<file path="src/rtl/ddr_port_arbiter.sv">
// Three-client arbiter for a single burst-capable DDR port: fixed priority for
// the display client, round-robin between the others, ownership held until all read beats return.
module ddr_port_arbiter #(
    parameter int ADDR_W = 29,
    parameter int DATA_W = 64
) (
    input  logic                      clkddr,
    input  logic                      reset_n,
    input  logic [2:0]                c_acquire,
    input  logic [2:0]                c_read,
    input  logic [2:0]                c_write,
    input  logic [3*ADDR_W-1:0]       c_addr,
    input  logic [23:0]               c_burstcnt,
    input  logic [3*DATA_W-1:0]       c_wdata,
    input  logic [3*(DATA_W/8)-1:0]   c_byteenable,
    output logic [2:0]                c_grant,
    output logic [2:0]                c_busy,
    output logic [2:0]                c_rdata_ready,
    output logic [DATA_W-1:0]         c_rdata,
    output logic                      ddr_acquire,
    output logic                      ddr_read,
    output logic                      ddr_write,
    output logic [ADDR_W-1:0]         ddr_addr,
    output logic [7:0]                ddr_burstcnt,
    output logic [DATA_W-1:0]         ddr_wdata,
    output logic [DATA_W/8-1:0]       ddr_byteenable,
    input  logic                      ddr_busy,
    input  logic                      ddr_rdata_ready,
    input  logic [DATA_W-1:0]         ddr_rdata,
    output logic                      err_underflow
);

    localparam int BE_W = DATA_W / 8;

    typedef enum logic {
        IDLE  = 1'b0,
        OWNED = 1'b1
    } state_t;

    state_t            state_r, state_nxt_s;
    logic [1:0]        owner_r, owner_nxt_s;
    logic              rr_ptr_r, rr_ptr_nxt_s;   // 0 selects client 1, 1 selects client 2
    logic [2:0]        grant_r, grant_nxt_s;
    logic [9:0]        cnt_r, cnt_nxt_s;
    logic              err_r, err_nxt_s;

    logic              sel_acq_s, sel_read_s, sel_write_s;
    logic [ADDR_W-1:0] sel_addr_s;
    logic [7:0]        sel_burst_s;
    logic [DATA_W-1:0] sel_wdata_s;
    logic [BE_W-1:0]   sel_be_s;
    logic              accept_s;
    logic [10:0]       sum_s, sum_dec_s;

    function automatic logic [2:0] onehot3(input logic [1:0] idx);
        logic [2:0] v;
        v = 3'b000;
        case (idx)
            2'd0:    v = 3'b001;
            2'd1:    v = 3'b010;
            2'd2:    v = 3'b100;
            default: v = 3'b000;
        endcase
        return v;
    endfunction

    // Select the current owner's command fields.
    always_comb begin
        sel_acq_s   = 1'b0;
        sel_read_s  = 1'b0;
        sel_write_s = 1'b0;
        sel_addr_s  = {ADDR_W{1'b0}};
        sel_burst_s = 8'd0;
        sel_wdata_s = {DATA_W{1'b0}};
        sel_be_s    = {BE_W{1'b0}};
        case (owner_r)
            2'd0: begin
                sel_acq_s   = c_acquire[0];
                sel_read_s  = c_read[0];
                sel_write_s = c_write[0];
                sel_addr_s  = c_addr[0 +: ADDR_W];
                sel_burst_s = c_burstcnt[7:0];
                sel_wdata_s = c_wdata[0 +: DATA_W];
                sel_be_s    = c_byteenable[0 +: BE_W];
            end
            2'd1: begin
                sel_acq_s   = c_acquire[1];
                sel_read_s  = c_read[1];
                sel_write_s = c_write[1];
                sel_addr_s  = c_addr[ADDR_W +: ADDR_W];
                sel_burst_s = c_burstcnt[15:8];
                sel_wdata_s = c_wdata[DATA_W +: DATA_W];
                sel_be_s    = c_byteenable[BE_W +: BE_W];
            end
            2'd2: begin
                sel_acq_s   = c_acquire[2];
                sel_read_s  = c_read[2];
                sel_write_s = c_write[2];
                sel_addr_s  = c_addr[2*ADDR_W +: ADDR_W];
                sel_burst_s = c_burstcnt[23:16];
                sel_wdata_s = c_wdata[2*DATA_W +: DATA_W];
                sel_be_s    = c_byteenable[2*BE_W +: BE_W];
            end
            default: begin
                sel_acq_s = 1'b0;
            end
        endcase
    end

    // DDR command passthrough; strobes are forced low whenever nobody owns the port.
    always_comb begin
        ddr_read       = 1'b0;
        ddr_write      = 1'b0;
        ddr_acquire    = 1'b0;
        ddr_addr       = {ADDR_W{1'b0}};
        ddr_burstcnt   = 8'd0;
        ddr_wdata      = {DATA_W{1'b0}};
        ddr_byteenable = {BE_W{1'b0}};
        if (state_r == OWNED) begin
            ddr_read       = sel_read_s;
            ddr_write      = sel_write_s;
            ddr_acquire    = sel_acq_s || (cnt_r != 10'd0);
            ddr_addr       = sel_addr_s;
            ddr_burstcnt   = sel_burst_s;
            ddr_wdata      = sel_wdata_s;
            ddr_byteenable = sel_be_s;
        end else begin
            ddr_read = 1'b0;
        end
    end

    assign c_grant       = grant_r;
    assign c_busy        = ~grant_r | (grant_r & {3{ddr_busy}});
    assign c_rdata_ready = grant_r & {3{ddr_rdata_ready}};
    assign c_rdata       = ddr_rdata;
    assign err_underflow = err_r;

    // Outstanding-beat accounting: a beat with nothing outstanding is flagged, never wrapped.
    always_comb begin
        accept_s  = ddr_read && !ddr_busy;
        sum_s     = {1'b0, cnt_r} + (accept_s ? {3'b000, ddr_burstcnt} : 11'd0);
        sum_dec_s = sum_s;
        err_nxt_s = err_r;
        if (ddr_rdata_ready) begin
            if (sum_s == 11'd0) begin
                err_nxt_s = 1'b1;
            end else begin
                sum_dec_s = sum_s - 11'd1;
            end
        end else begin
            sum_dec_s = sum_s;
        end
        if (sum_dec_s > 11'd1023) begin
            cnt_nxt_s = 10'd1023;
        end else begin
            cnt_nxt_s = sum_dec_s[9:0];
        end
    end

    // Arbitration and release.
    always_comb begin
        state_nxt_s  = state_r;
        owner_nxt_s  = owner_r;
        rr_ptr_nxt_s = rr_ptr_r;
        grant_nxt_s  = grant_r;
        case (state_r)
            IDLE: begin
                if (c_acquire != 3'b000) begin
                    state_nxt_s = OWNED;
                    if (c_acquire[0]) begin
                        owner_nxt_s = 2'd0;
                    end else if (c_acquire[1] && c_acquire[2]) begin
                        owner_nxt_s = rr_ptr_r ? 2'd2 : 2'd1;
                    end else if (c_acquire[1]) begin
                        owner_nxt_s = 2'd1;
                    end else begin
                        owner_nxt_s = 2'd2;
                    end
                    if (owner_nxt_s != 2'd0) begin
                        rr_ptr_nxt_s = ~rr_ptr_r;
                    end else begin
                        rr_ptr_nxt_s = rr_ptr_r;
                    end
                    grant_nxt_s = onehot3(owner_nxt_s);
                end else begin
                    grant_nxt_s = 3'b000;
                end
            end
            OWNED: begin
                if (!sel_acq_s && (cnt_nxt_s == 10'd0)) begin
                    state_nxt_s = IDLE;
                    grant_nxt_s = 3'b000;
                end else begin
                    state_nxt_s = OWNED;
                end
            end
            default: begin
                state_nxt_s = IDLE;
                grant_nxt_s = 3'b000;
            end
        endcase
    end

    // State, ownership, pointer, counter and sticky error registers.
    always_ff @(posedge clkddr or negedge reset_n) begin
        if (!reset_n) begin
            state_r  <= IDLE;
            owner_r  <= 2'd0;
            rr_ptr_r <= 1'b0;
            grant_r  <= 3'b000;
            cnt_r    <= 10'd0;
            err_r    <= 1'b0;
        end else begin
            state_r  <= state_nxt_s;
            owner_r  <= owner_nxt_s;
            rr_ptr_r <= rr_ptr_nxt_s;
            grant_r  <= grant_nxt_s;
            cnt_r    <= cnt_nxt_s;
            err_r    <= err_nxt_s;
        end
    end

endmodule

</file>
<file path="config.mk">
export PLATFORM = sky130hd
export DESIGN_NAME = ddr_port_arbiter
export DESIGN_NICKNAME = d
export VERILOG_FILES = /design/src/rtl/ddr_port_arbiter.sv
export SDC_FILE = /design/constraint.sdc
export NUM_CORES = 1
export LEC_CHECK = 0
export CAP_MARGIN = 15
export CORE_AREA = 3 3 226 228
export DETAILED_ROUTE_END_ITERATION = 8
export DIE_AREA = 0 0 229 231
export PLACE_DENSITY_LB_ADDON = 0.3
export SLEW_MARGIN = 30
export SYNTH_ARGS = -nofsm -noshare
export SYNTH_HDL_FRONTEND = slang
export SYNTH_SLANG_ARGS = --single-unit
</file>
<file path="constraint.sdc">
create_clock -name clkddr -period 5.05 [get_ports clkddr]
set_input_delay 0.505 -clock clkddr [delete_from_list [all_inputs] [get_ports clkddr]]
set_output_delay 0.505 -clock clkddr [all_outputs]
set_load 0.01 [all_outputs]
</file>
Word level (Yosys, flattened, before mapping)
Cells that the tools add are included.
{"block": "totals", "register_bits": 18, "inputBits": 404, "out_inout_bits": 186, "word_cells": 67}
{"block": "op_classes", "n_addsub": 2, "order_cmp": 1, "n_eq_ne": 5, "n_mux": 31, "n_bitwise": 6, "n_reduce_logical": 16}
{"operator": "$pmux 64 s3", "n": 1}
{"operator": "$pmux 29 s3", "n": 1}
{"operator": "$mux 64", "n": 1}
{"operator": "$pmux 8 s3", "n": 2}
{"operator": "$mux 29", "n": 1}
{"operator": "$mux 8", "n": 3}
{"operator": "$mux 11", "n": 2}
{"operator": "$mux 2", "n": 6}
{"operator": "$add 10x8->11", "n": 1}
{"operator": "$gt 11x10->1 const B", "n": 1}
{"operator": "$logic_not 11->1", "n": 1}
{"operator": "$sub 11x1->11 const B", "n": 1}
{"operator": "$logic_not 10->1", "n": 1}
{"operator": "$mux 10", "n": 1}
{"operator": "$reduce_bool 10->1", "n": 1}
{"operator": "$pmux 1 s3", "n": 3}
{"operator": "$pmux 3 s3", "n": 1}
{"operator": "$and 3x3->3", "n": 2}
{"operator": "$mux 3", "n": 2}
{"operator": "$pmux 3 s2", "n": 1}
{"operator": "$mux 1", "n": 5}
{"operator": "$eq 2x1->1 const B", "n": 2}
{"operator": "$eq 2x2->1 const B", "n": 2}
{"operator": "$logic_not 2->1", "n": 2}
{"operator": "other kinds (12)", "n": 17}

Depth between registers and ports, before layout
{"block": "depth", "ltp_word": 15, "depth_mapped": 20, "ltp_nobuf": 18}

Least setup slack after synthesis
Ideal clock, no wire load.
{"block": "synth_path", "kind": "register to register", "start": "reg owner_r[0]", "end": "reg grant_r[1] (netlist: c_grant[1])", "setup_time_ps": 133, "t_arrival_ps": 4213, "t_required_ps": 4917, "setup_slack_ps": 704, "path_stages_with_launch": 21, "path_buffers": 2, "synth_period_minus_slack_ps": 4346, "path_cell_list": "dfrtp_1 clkbuf_1 nor2b_1 nand2_1 o21ai_0 nand2_1 or2_2 clkbuf_1 nor2b_1 ha_1 inv_1 fa_1 nand2b_1 a21o_1 a221o_1 a31oi_2 nand4_1 mux2i_1 o32a_1 a2111oi_4 o21ai_1"}
{"block": "synth_between", "elab_chain_cells": 14, "word_cells_on_any_way": 21, "classes_between": "add/sub (2); order compare (1); eq/ne (3); mux (9); reduce/logical (6)"}
{"item": "from (decl)", "line_no": "41", "source": "logic [1:0] owner_r, owner_nxt_s;"}
{"item": "from (signal assigned)", "line_no": "215", "source": "owner_r <= owner_nxt_s;"}
{"item": "$eq 2x2->1, or another cell as far along", "line_no": "76", "source": "case (owner_r)"}
{"item": "$pmux 1 s3", "line_no": "76"}
{"item": "$mux 1", "line_no": "119", "source": "if (state_r == OWNED) begin"}
{"item": "$logic_and 1x1->1", "line_no": "140", "source": "accept_s = ddr_read && !ddr_busy;"}
{"item": "$mux 8", "line_no": "141", "source": "sum_s = {1'b0, cnt_r} + (accept_s ? {3'b000, ddr_burstcnt} : 11'd0);"}
{"item": "$add 10x8->11", "line_no": "141"}
{"item": "$sub 11x1->11 / $logic_not 11->1 (equally long branches)", "line_no": "148, 145"}
{"item": "$mux 11", "line_no": "145", "source": "if (sum_s == 11'd0) begin"}
{"item": "$mux 11", "line_no": "144", "source": "if (ddr_rdata_ready) begin"}
{"item": "$gt 11x10->1", "line_no": "153", "source": "if (sum_dec_s > 11'd1023) begin"}
{"item": "$mux 10", "line_no": "153"}
{"item": "$logic_not 10->1", "line_no": "190", "source": "if (!sel_acq_s && (cnt_nxt_s == 10'd0)) begin"}
{"item": "$logic_and 1x1->1 (*)", "line_no": "190"}
{"item": "$ne 2x1->1 (no source line) (*)"}
{"item": "to (signal assigned)", "line_no": "217", "source": "grant_r <= grant_nxt_s;"}
{"item": "to (decl)", "line_no": "43", "source": "logic [2:0] grant_r, grant_nxt_s;"}
Every way passes the cells marked *; elsewhere a longest branch is shown, timed or not.
A chain may end at the register's enable or synchronous reset.

Worst setup path after layout
{"block": "layout_path", "start": "in c_read[0]", "end": "reg state_r"}
{"block": "layout_between", "elab_chain_cells": 14, "word_cells_on_any_way": 15, "classes_between": "add/sub (2); order compare (1); mux (8); reduce/logical (4)"}
{"item": "from (decl)", "line_no": "10", "source": "input logic [2:0] c_read,"}
{"item": "$pmux 1 s3 (*)", "line_no": "76"}
{"item": "$mux 1 (*)", "line_no": "119"}
{"item": "$logic_and 1x1->1 (*)", "line_no": "140"}
{"item": "$mux 8 (*)", "line_no": "141"}
{"item": "$add 10x8->11 (*)", "line_no": "141"}
{"item": "$sub 11x1->11 / $logic_not 11->1 (equally long branches)", "line_no": "148, 145"}
{"item": "$mux 11", "line_no": "145"}
{"item": "$mux 11 (*)", "line_no": "144"}
{"item": "$gt 11x10->1", "line_no": "153"}
{"item": "$mux 10 (*)", "line_no": "153"}
{"item": "$logic_not 10->1 (*)", "line_no": "190"}
{"item": "$logic_and 1x1->1 (*)", "line_no": "190"}
{"item": "$mux 1 (*)", "line_no": "190"}
{"item": "$pmux 1 s2 (*)", "line_no": "166", "source": "case (state_r)"}
{"item": "named net state_nxt_s", "line_no": "40", "source": "state_t state_r, state_nxt_s;"}
{"item": "to (signal assigned)", "line_no": "214", "source": "state_r <= state_nxt_s;"}
{"item": "to (decl)", "line_no": "40"}
The timed path passes the listed nets; every way through them passes the cells marked *.

==> summary by stage <==
GRT
The global-route wire length before repair is approximately 42000 µm. The via count of the first global-routing pass came to approximately 6900. The combined global-route utilization of all metal layers is about 10%. Entering global routing, the biggest net connects 79 pins. The initial antenna violation count is 0. Summed over all layers, the global routing overflow is 0.

Synthesis
The cell taking the most area after synthesis is sky130_fd_sc_hd__mux2i_1. A synthesized cell averages 6.73 µm². Synthesis produced a netlist with a net count of 1190. The predominant post-synthesis flop cell is sky130_fd_sc_hd__dfrtp_1. The number of distinct standard cells referenced by the synthesized netlist is 57.

The count of mapped cells out of synthesis is just under 800. The yosys synthesis warning count is 0. The flip-flop and latch count after synthesis is 18. The share of the Yosys chip area taken by registers is 8.63%. Yosys attributes the largest share of cell area to sky130_fd_sc_hd__mux2i_1 22%, sky130_fd_sc_hd__and2_1 14%, sky130_fd_sc_hd__o21ai_0 12%. The fraction of post-synthesis cell area in the top cell type by area is a little over a fifth.

The number of enable flip-flop cells after synthesis is 0. The synthesized netlist occupies a cell area of 5220 µm². For this run, asynchronously set or reset flops after synthesis account for between 90% and 100%.

Timing
The worst clock skew on the final layout is 5.03 ps. In this run the tightest slew margin relative to its limit is a little under half. The final worst-path cycle share is 94.3%. The number of pins exceeding their max-slew limit in the final report was 0.

Setup repair after global routing left no endpoint under its margin. The final setup violation count is 0. The number of hold-slack violations in the final timing report is 0. In the post-route analysis, the smallest setup slack over all paths is between 200 and 300 ps.

The timing-limited maximum frequency is 210 MHz. The slew at the pin closest to its max-slew limit is approximately 810 ps. The smallest clock period supported by the final layout is computed as between 4000 and 5000 ps.

Layout
The number of antenna diodes is 0. The most common library cell in the layout ignoring fill and taps is sky130_fd_sc_hd__clkdlybuf4s50_1. The layout cell share with drive strength beyond 1 is about 3.8%. The top cell types in the final layout, fill and taps aside, are 460 x sky130_fd_sc_hd__clkdlybuf4s50_1, 134 x sky130_fd_sc_hd__nand2_1, 124 x sky130_fd_sc_hd__o21ai_0. The final layout net count is roughly 1600. The growth of design area from synthesis to finish is 95.3%.

The end-of-flow core utilization is around a fifth. The filler cells instantiated in the layout total ~5600.

Floorplan
The width of the chip is between 200 and 250 µm. The initial utilization of the core area, before any placement, comes to between 10% and 20%. The core region is slightly below 50000 µm². The top-level I/O count is a little under 600. The floorplan step set the die height to approximately 230 µm. The die area is approximately 53000 µm². The floorplan has about 80 rows.

Drt
Wires add up to approximately 30000 µm. The detailed-router iteration count before antenna repair is 4. After detailed routing, the number of remaining DRC violations is 0. The count of nets left with antenna violations once routing finished came out at 0.

The via total after detailed routing is 6692. The number of violations reported at the end of detailed-routing iteration 0 is approximately 230. The final routed wire length divided by cell count is around 17 µm. Dividing the detail-routed via count by the number of cells gives roughly 3.7.

Clocking
The clock transition at the registers of the reported paths is approximately 60 ps. TritonCTS built the clock tree. The clock net in this run drives a total of 18 sinks.

The longest clock path from root to sink contains 2 buffers. In this run, CTS created clock tree buffers numbering 3. Once the clock tree was built, the resizer swapped 0 gates to a different size.

The clock reaches the later pin of the worst-skew pair after approximately 250 ps. The total of hold buffers inserted after clock tree synthesis is 0. In this run the number of H-tree levels came out at 1.

The clock root buffer is sky130_fd_sc_hd__clkbuf_16. In this run the post-CTS setup repair buffer count came out at 0.

Placed design
The number of buffers inserted by port buffering is 461. At the placement stage, the worst setup path has a slack of -72.9 ps. The routability congestion estimate is about 0.84.

The post-detailed-placement half-perimeter wirelength is approximately 25000 µm.

Setup path
The cell with the most instances on the worst path is sky130_fd_sc_hd__mux2i_1. For this run, the slowest stage of the critical path takes about 460 ps. Data arrives at the worst endpoint at between 4000 and 5000 ps.

The slowest stage of the critical path belongs to the cell sky130_fd_sc_hd__clkdlybuf4s50_1. Traced cell by cell, the critical path runs through clkdlybuf4s50_1, mux2i_1, o21ai_0, nand2_1, or2_2, nor2b_1, ha_1, inv_1, fa_1, nand2b_1, a21o_1, a221o_1, a31oi_4, nand4_1, mux2i_1, o32a_1, a2111oi_4, a21oi_1. The element type at the critical path end is a register. For the worst setup path, the data required time is just over 5000 ps.

The maximum fanout count along the critical path is 8. The startpoint identified for the worst register-to-register timing path is owner_r[0]. The critical path launch point type is a primary input. The critical path is of the primary input to register type. In this run the worst setup path begins at c_read[0].

Job
Across the run, the number of max-cap violations was 0.

Worst hold path
The path category of the worst min-delay check is primary input to asynchronous set/reset pin.

Outcome
The flow ran to the end, and the final reports show no timing, DRC or antenna violations.

Pwr
The leakage component of the power is between 3 and 4 nW. The worst supply voltage drop on vdd is around 0.00012 V. Dividing total power by cell area gives a power density of approximately 210 nW/µm².
## critical path: cells and delay by family
kind | cells | cell delay (ps)
buffers and inverters | 2 | 520
adders and majority gates | 2 | 620
AOI/OAI and AO/OA | 7 | 1980
and+or+nand+nor | 5 | 980
muxes | 2 | 250
## per-layer routing
metal  track usage (%)  vias to the layer above  routed length (µm)
met5                 0                        -                   0
met4              2.63                        0                 704
met3              2.49                       32                2420
met2              18.7                      322               15200
met1              12.0                     3037               11600
li1                  -                     3301                   -
## path summary, 6_finish.rpt
check                                endpoint  cells after the start  slack [ps]
worst max-delay path                  state_r                     18         290
worst min-delay path            err_underflow                      1         190
worst max register to register        state_r                     17         350
worst min register to register  err_underflow                      1         480
max in group asynchronous          owner_r[0]                      1        4500
min in group clkddr             err_underflow                      1         480
## final cells by class
type | count | area [µm²] | area share, %
well taps | 664 | 831 | 8.15
clock buffers | 4 | 88.8 | 0.872
multi-input cells | 630 | 4060 | 39.9
inverters | 7 | 26.3 | 0.258
flip-flops and latches | 18 | 462 | 4.53
repair buffers | 476 | 4720 | 46.3
## sequential cells by signal, indices dropped and copies added (netlist names)
signal,cells
rr_ptr_r,1
err_underflow,1
owner_r,2
cnt_r,10
c_grant,3
state_r,1
## cell families (layout without fill, tap and decap cells)
kind of cell               after synthesis  after routing  synth area share (%)
DFF                                     18             18                  8.63
xor gates and xnor gates                10             10                  1.68
and+or+nand+nor                        326            326                  32.2
adders and majority gates               11             11                  2.78
buffers and inverters                  127            487                  13.9
muxes                                  115            115                  22.1
AOI/OAI and AO/OA                      168            168                  18.8
## power breakdown
part           switching (mW)  internal, mW  leakage (nW)
Combinational           0.836         0.908          3.27
Sequential             0.0612         0.195         0.201
Clock                  0.0607         0.121        0.0442
## cells in the mapped netlist (all sizes together), types with 2 or more instances
cell,instances
o211ai,3
o221ai,2
nand3,8
nor2b,9
o21ai,130
mux2i,114
xor2,2
nand2b,8
inv,7
and3,2
clkbuf,43
a21oi,12
dfrtp,18
nand4,5
ha,10
nand2,134
or2,4
nor2,19
and2,117
a211oi,3
a21o,2
xnor2,8
o21a,4
buf,77
o31a,2
a31oi,2
nor3,6
nor4,6
## per-stage QoR
stage | instances | power [mW] | hold WS, ps | instance area [µm²] | TNS [ps]
2_1_floorplan | 775 | 1.20 | 209 | 5220 | 0
3_3_place_gp | 1795 | 2.00 | 474 | 10100 | 0
3_5_place_dp | 1795 | 2.01 | 470 | 10100 | -221
4_1_cts | 1799 | 2.19 | 490 | 10200 | 0
5_1_grt | 1799 | 2.34 | 221 | 10200 | 0
6_report | 1799 | 2.18 | 193 | 10200 | 0
Power figures use the tool's default switching activity.
